--- config.mk ---
export PLATFORM = sky130hd
export DESIGN_NAME = fractal_sync_arbiter
export DESIGN_NICKNAME = d
export VERILOG_FILES = /design/src/rtl/fractal_sync_arbiter.sv
export SDC_FILE = /design/constraint.sdc
export NUM_CORES = 1
export LEC_CHECK = 0
export CAP_MARGIN = 10
export CORE_UTILIZATION = 41
export DETAILED_ROUTE_END_ITERATION = 8
export PLACE_DENSITY = 0.81
export REMOVE_ABC_BUFFERS = 1
export SLEW_MARGIN = 5
export SYNTH_ARGS = -nofsm -noshare
export SYNTH_HDL_FRONTEND = slang
export SYNTH_SLANG_ARGS = --single-unit
--- constraint.sdc ---
create_clock -name clk_i -period 3.6 [get_ports clk_i]
set_input_delay 0.72 -clock clk_i [delete_from_list [all_inputs] [get_ports clk_i]]
set_output_delay 0.72 -clock clk_i [all_outputs]
set_load 0.01 [all_outputs]
--- src/rtl/fractal_sync_arbiter.sv ---
// fractal_sync_arbiter
//   Two-input barrier-sync arbiter for one node of the fractal sync tree.
//   Requests arrive from the east/north (EN) and west/south (WS) children and
//   are forwarded upstream through a single output register.
//   Identical requests (same id and aggr) arriving together are merged into
//   one upstream request tagged SD_BOTH.
//   Non-identical simultaneous requests are round-robin arbitrated.
//
// Ports
//   clk_i, rst_i          clock, synchronous active-high reset
//   en_req_i/aggr/id      EN child request;  en_ready_o accepts it
//   ws_req_i/aggr/id      WS child request;  ws_ready_o accepts it
//   req_o/aggr_o/id_o     registered upstream request
//   sd_o                  source mask: 01 EN, 10 WS, 11 both
//   ready_i               upstream accepts req_o this cycle
module fractal_sync_arbiter #(
  parameter int AGGR_W = 4,
  parameter int ID_W   = 8
) (
  input  logic              clk_i,
  input  logic              rst_i,
  input  logic              en_req_i,
  input  logic [AGGR_W-1:0] en_aggr_i,
  input  logic [ID_W-1:0]   en_id_i,
  output logic              en_ready_o,
  input  logic              ws_req_i,
  input  logic [AGGR_W-1:0] ws_aggr_i,
  input  logic [ID_W-1:0]   ws_id_i,
  output logic              ws_ready_o,
  output logic              req_o,
  output logic [AGGR_W-1:0] aggr_o,
  output logic [ID_W-1:0]   id_o,
  output logic [1:0]        sd_o,
  input  logic              ready_i
);

  localparam logic [1:0] SD_NONE       = 2'b00;
  localparam logic [1:0] SD_EST_NORTH  = 2'b01;
  localparam logic [1:0] SD_WEST_SOUTH = 2'b10;
  localparam logic [1:0] SD_BOTH       = 2'b11;

  logic              out_valid;
  logic [AGGR_W-1:0] aggr_q;
  logic [ID_W-1:0]   id_q;
  logic [1:0]        sd_q;
  logic              rr_q;

  logic load;
  logic merge;
  logic grant_en;
  logic grant_ws;

  // The register can take a new entry when it is empty or being drained this
  // cycle, which gives back-to-back transfers without a bubble.
  assign load  = !out_valid || ready_i;

  assign merge = load && en_req_i && ws_req_i &&
                 (en_id_i == ws_id_i) && (en_aggr_i == ws_aggr_i);

  // On a merge both grants are high. Otherwise a lone request wins outright
  // and a contended cycle goes to the side rr_q points at (0 = EN, 1 = WS).
  assign grant_en = load && en_req_i && (merge || !ws_req_i || !rr_q);
  assign grant_ws = load && ws_req_i && (merge || !en_req_i ||  rr_q);

  assign en_ready_o = grant_en && !rst_i;
  assign ws_ready_o = grant_ws && !rst_i;

  always_ff @(posedge clk_i) begin
    if (rst_i) begin
      out_valid <= 1'b0;
      aggr_q    <= '0;
      id_q      <= '0;
      sd_q      <= SD_NONE;
      rr_q      <= 1'b0;
    end else if (load) begin
      if (merge) begin
        out_valid <= 1'b1;
        aggr_q    <= en_aggr_i;
        id_q      <= en_id_i;
        sd_q      <= SD_BOTH;
      end else if (grant_en) begin
        out_valid <= 1'b1;
        aggr_q    <= en_aggr_i;
        id_q      <= en_id_i;
        sd_q      <= SD_EST_NORTH;
        rr_q      <= 1'b1;
      end else if (grant_ws) begin
        out_valid <= 1'b1;
        aggr_q    <= ws_aggr_i;
        id_q      <= ws_id_i;
        sd_q      <= SD_WEST_SOUTH;
        rr_q      <= 1'b0;
      end else begin
        // Nothing to load: drop valid, keep last data for observability.
        out_valid <= 1'b0;
      end
    end
  end

  assign req_o  = out_valid;
  assign aggr_o = aggr_q;
  assign id_o   = id_q;
  assign sd_o   = sd_q;

endmodule

### After elaboration in Yosys (flattened, before gate mapping)

Cells that the tools add are included.

* equal/unequal tests: 2
* bitwise logic cells: 1
* mux-type cells: 14
* reduce and logical (&&, ||, !) cells: 23

Operators by type and width (number)
* 8-bit 2-to-1 mux: 3
* 4-bit 2-to-1 mux: 3
* 1-bit logical AND: 9
* 8-bit == test: 1
* 2-bit 2-to-1 mux: 3
* 1-bit logical NOT: 5
* 1-bit logical OR: 5
* 1-bit 2-to-1 mux: 5
* 4-bit == test: 1
* 3-bit AND reduction: 1
* 3-bit nonzero test: 1
* 2-bit AND reduction: 1
* 2-bit nonzero test: 1
* 1-bit NOT: 1

* logic and storage cells: 45
* register bits after elaboration: 16
* output and inout bits: 17

### Depth between registers and ports, before layout

Gate-level depths: netlist (run 1).

* depth after elaboration: 12
* mapped depth: 7

### Worst setup path after synthesis (run 1)

Ideal clock, no wire load.

* path type: input -> output
* from: in ws_id_i[3]
* to: out ws_ready_o
* path buffers: 0
* path slack: 1.066 ns
* data arrival time: 1.814 ns
* stages: 6
* cells stage by stage: xnor2_1 -> nand4_1 -> nor4_2 -> nand2_1 -> a31oi_1 -> nor2b_1

* cells in the longest elaborated chain, start to end: 7

RTL lines
* start, declared: line 28 `input logic [ID_W-1:0] ws_id_i,`
* 8-bit == test: line 58 `(en_id_i == ws_id_i) && (en_aggr_i == ws_aggr_i);`
* 1-bit logical AND: line 57 `assign merge = load && en_req_i && ws_req_i &&`
* 1-bit logical AND: line 58
* 1-bit logical OR (2 in a row): line 63 `assign grant_ws = load && ws_req_i && (merge || !en_req_i || rr_q);`
* 1-bit logical AND: line 63
* 1-bit logical AND: line 66 `assign ws_ready_o = grant_ws && !rst_i;`
* end, declared: line 29 `output logic ws_ready_o,`

Every way passes these cells.

### Worst setup path in the final report (run 1)

* from: in ready_i
* to: out en_ready_o

* cells in the longest elaborated chain, start to end: 9

RTL lines
* start, declared: line 34 `input logic ready_i`
* 1-bit logical OR *: line 55 `assign load = !out_valid || ready_i;`
* 1-bit logical AND *: line 57, 62
* 1-bit logical AND (2 in a row): line 57
* 1-bit logical AND: line 58
* 1-bit logical OR (2 in a row): line 62 `assign grant_en = load && en_req_i && (merge || !ws_req_i || !rr_q);`
* 1-bit logical AND *: line 62
* 1-bit logical AND *: line 65 `assign en_ready_o = grant_en && !rst_i;`
* end, declared: line 25 `output logic en_ready_o,`

Mark *: on every way between the ends. The rest lies on a longest branch, timed or not.

==> results of run 1 <==
final timing paths:
kind,from,end,slack (ns),cells past startpoint
min reg2reg,sd_o[0],sd_o[0],0.48,2
max,ready_i,en_ready_o,0.29,8
max reg2reg,req_o,aggr_o[2],1.87,8
min,sd_o[0],sd_o[0],0.48,2
metal layers:
layer  wire length (um)  vias to the layer above  track usage
li1                   -                      437            -
met1                975                      376        0.246
met2               1080                       29        0.373
met3                123                        6       0.0296
met4                 45                        0        0.117
met5                  0                        -            0
worst min-delay path: stages (launching register included):
cell and delay [ns]:
dfxtp_1 0.33, nand2b_1 0.06, o22ai_1 0.06
state kept, by name, summed over array words and instances (netlist names):
name and count:
aggr_o 4, id_o 8, req_o 1, rr_q 1, sd_o 2
cell usage after synthesis:
master     n  area [um2]
buf_6      1        11.3
nor3_1     1        5.00
dfxtp_1   16         320
nand2b_4   1        13.8
o22ai_1    1        6.26
nand4_1    2        12.5
a31o_1     1        8.76
a21oi_1    3        15.0
o21a_1     1        7.51
nor4_2     1        12.5
a31oi_1    1        6.26
a21oi_2    1        8.76
xor2_2     2        32.5
nor2_1    15        56.3
a211oi_1  13        97.6
xnor2_1   10        87.6
mux2i_1   12         120
buf_1      1        3.75
nor2b_1    1        6.26
inv_1      1        3.75
nand2b_1   1        6.26
nand2_1    5        18.8
clkbuf_1   3        11.3
final cells by class:
cell class,instances,area (um2),share of cell area
inverters,1,3.75,0.00263
clock buffers,4,36.3,0.0255
multi-input cells,72,533,0.374
flip-flops and latches,16,320,0.225
well taps,27,33.8,0.0237
repair buffers,51,498,0.349
kinds of logic after synthesis:
group / Yosys count
compound gates: 21
simple gates: 27
mux: 12
buf+inv: 6
xor+xnor: 12
flops: 16
report_power, final:
part           total, mW  internal, mW  switching [mW]
registers          0.202         0.194         0.00850
logic              0.153        0.0887          0.0640
clock network      0.120        0.0616          0.0589
total              0.476         0.344           0.131
timing repair:
action | 4_1_cts | 5_1_grt
buffers inserted | 0 | 1
pin swaps | 0 | 4
hold buffers | 0 | 0
gates resized for setup | 1 | 2
endpoints found under the setup margin | 1 | 1
==> results_dict.tcl, run 1 <==
set metrics [dict create \
    cellPowerDensity_nw_per_um2 334 \
    critPathMaxStageDelay_ns 0.56 \
    holdWs_ns 0.484 \
    wirelength_um 2220 \
    grt_max_degree 26 \
    row_count 16 \
    grt_pass1_wl_um 3290 \
    rsz0062_at_grt "no" \
    num_io_pins 46 \
    crit_type "primary input to primary output" \
    ys_seq_elements 16 \
    fin_nets 174 \
    yosysWarnings 0 \
    antenna_cells 0 \
    synth_fa_ha_area_frac 0 \
    cp_slowest_cell "clkdlybuf4s50_1" \
    final_cells 171 \
    die-width_um 48.1 \
    root_buffer "clkbuf_4" \
    hold_violations 0 \
    fmax_ghz 0.302 \
    drcViolationCount 0 \
    drt_iter0_markers 5 \
    worst_slew_pin_slew_ns 0.792 \
    cp_common_cell "clkdlybuf4s50_1" \
    min_period_ns 3.31 \
    grt-ovfl-total 0 \
    clk_path_buf_depth 2 \
    path_cells "clkdlybuf4s50_1 > nand2b_4 > nand2_1 > nor4_2 > buf_4 > a21oi_2 > nor2_1 > clkdlybuf4s50_1" \
    synth.area.mux_share 0.138 \
    initial_core_util 0.440 \
    grt_pass1_vias 766 \
    vias 848 \
    crit_buf_inv 3 \
    avgViaCountPerCell 4.96 \
    cp_top_family "buffers and inverters" \
    setup_tns_ns 0 \
    synth.distinct_cells 23 \
    numClockSinks 16 \
    place_inst 166 \
    final_antenna_net_count 0 \
    synth_top_family_by_area "compound AO/OA/AOI/OAI gates" \
    wire_per_inst_um 13.0 \
    endpoint_kind "primary output" \
    peakVddDrop_v 0.000260 \
    cap_violations 0 \
    area_growth_pct 63.4 \
    synth_compound_area_frac 0.172 \
    layout_commonest_cell "clkdlybuf4s50_1" \
    avgSynthCellArea_um2 9.28 \
    cts.clk_slew.worst_paths_ns 0.10 \
    critPathArrivalTime_ns 2.59 \
    finalPower_mw 0.476 \
    most-common-layout-cells "44 x clkdlybuf4s50_1, 16 x dfxtp_1, 15 x nor2_1" \
    outcome "finished clean" \
    grt_usage 0.212 \
    synth_area_um2 872 \
    hp-class "flip-flop to flip-flop" \
    cts_buffers 3 \
    cts_tree "done" \
    leakagePower_nw 0.580 \
    cp_max_fo 5 \
    die-area_um2 2320 \
    critPathRequiredTime_ns 2.88 \
    h-tree-depth 1 \
    min_period_over_period 0.920 \
    synth_xor_area_frac 0.138 \
    final_util 0.719 \
    die_h_um 48.1 \
    finalSetupViolCount 0 \
    io_buffers 45 \
    slew_headroom 0.472 \
    drv_slew 0 \
    cp-start-kind "primary input" \
    clk-insertion-delay-late_ns 0.29 \
    finClkSkew_ns 0.00586 \
    seq_area_frac_synth 0.367 \
    synth_cells 94 \
    core_area_um2 1980 \
    dp_hpwl_um 1690 \
    final_layout_size_suffix_gt1_frac 0.118 \
    yosys.area_share.simple 0.151 \
    nFillCells 152 \
    finalWorstSetupSlack_ns 0.289 \
    dp_slack_ns -0.0278 \
    antenna_found_initial 0 \
    gp_congestion 0.743 \
    drt_pass1_iterations 2 \
    post_dp_cell_area_um2 1370 \
    fin_area_um2 1430 \
]
(Power assumes the default switching activity.)
==> run 2: changes to the inputs <==
- SETUP_SLACK_MARGIN: unset -> 0.02
==> results of run 2 <==
The final DEF is identical to that of run 1; final timing and power are the same.
Among the figures that moved: wire length of the first global-routing pass 3290 um -> 3280 um; overall routing resource usage 0.212 -> 0.210; met1 usage 0.246 -> 0.241
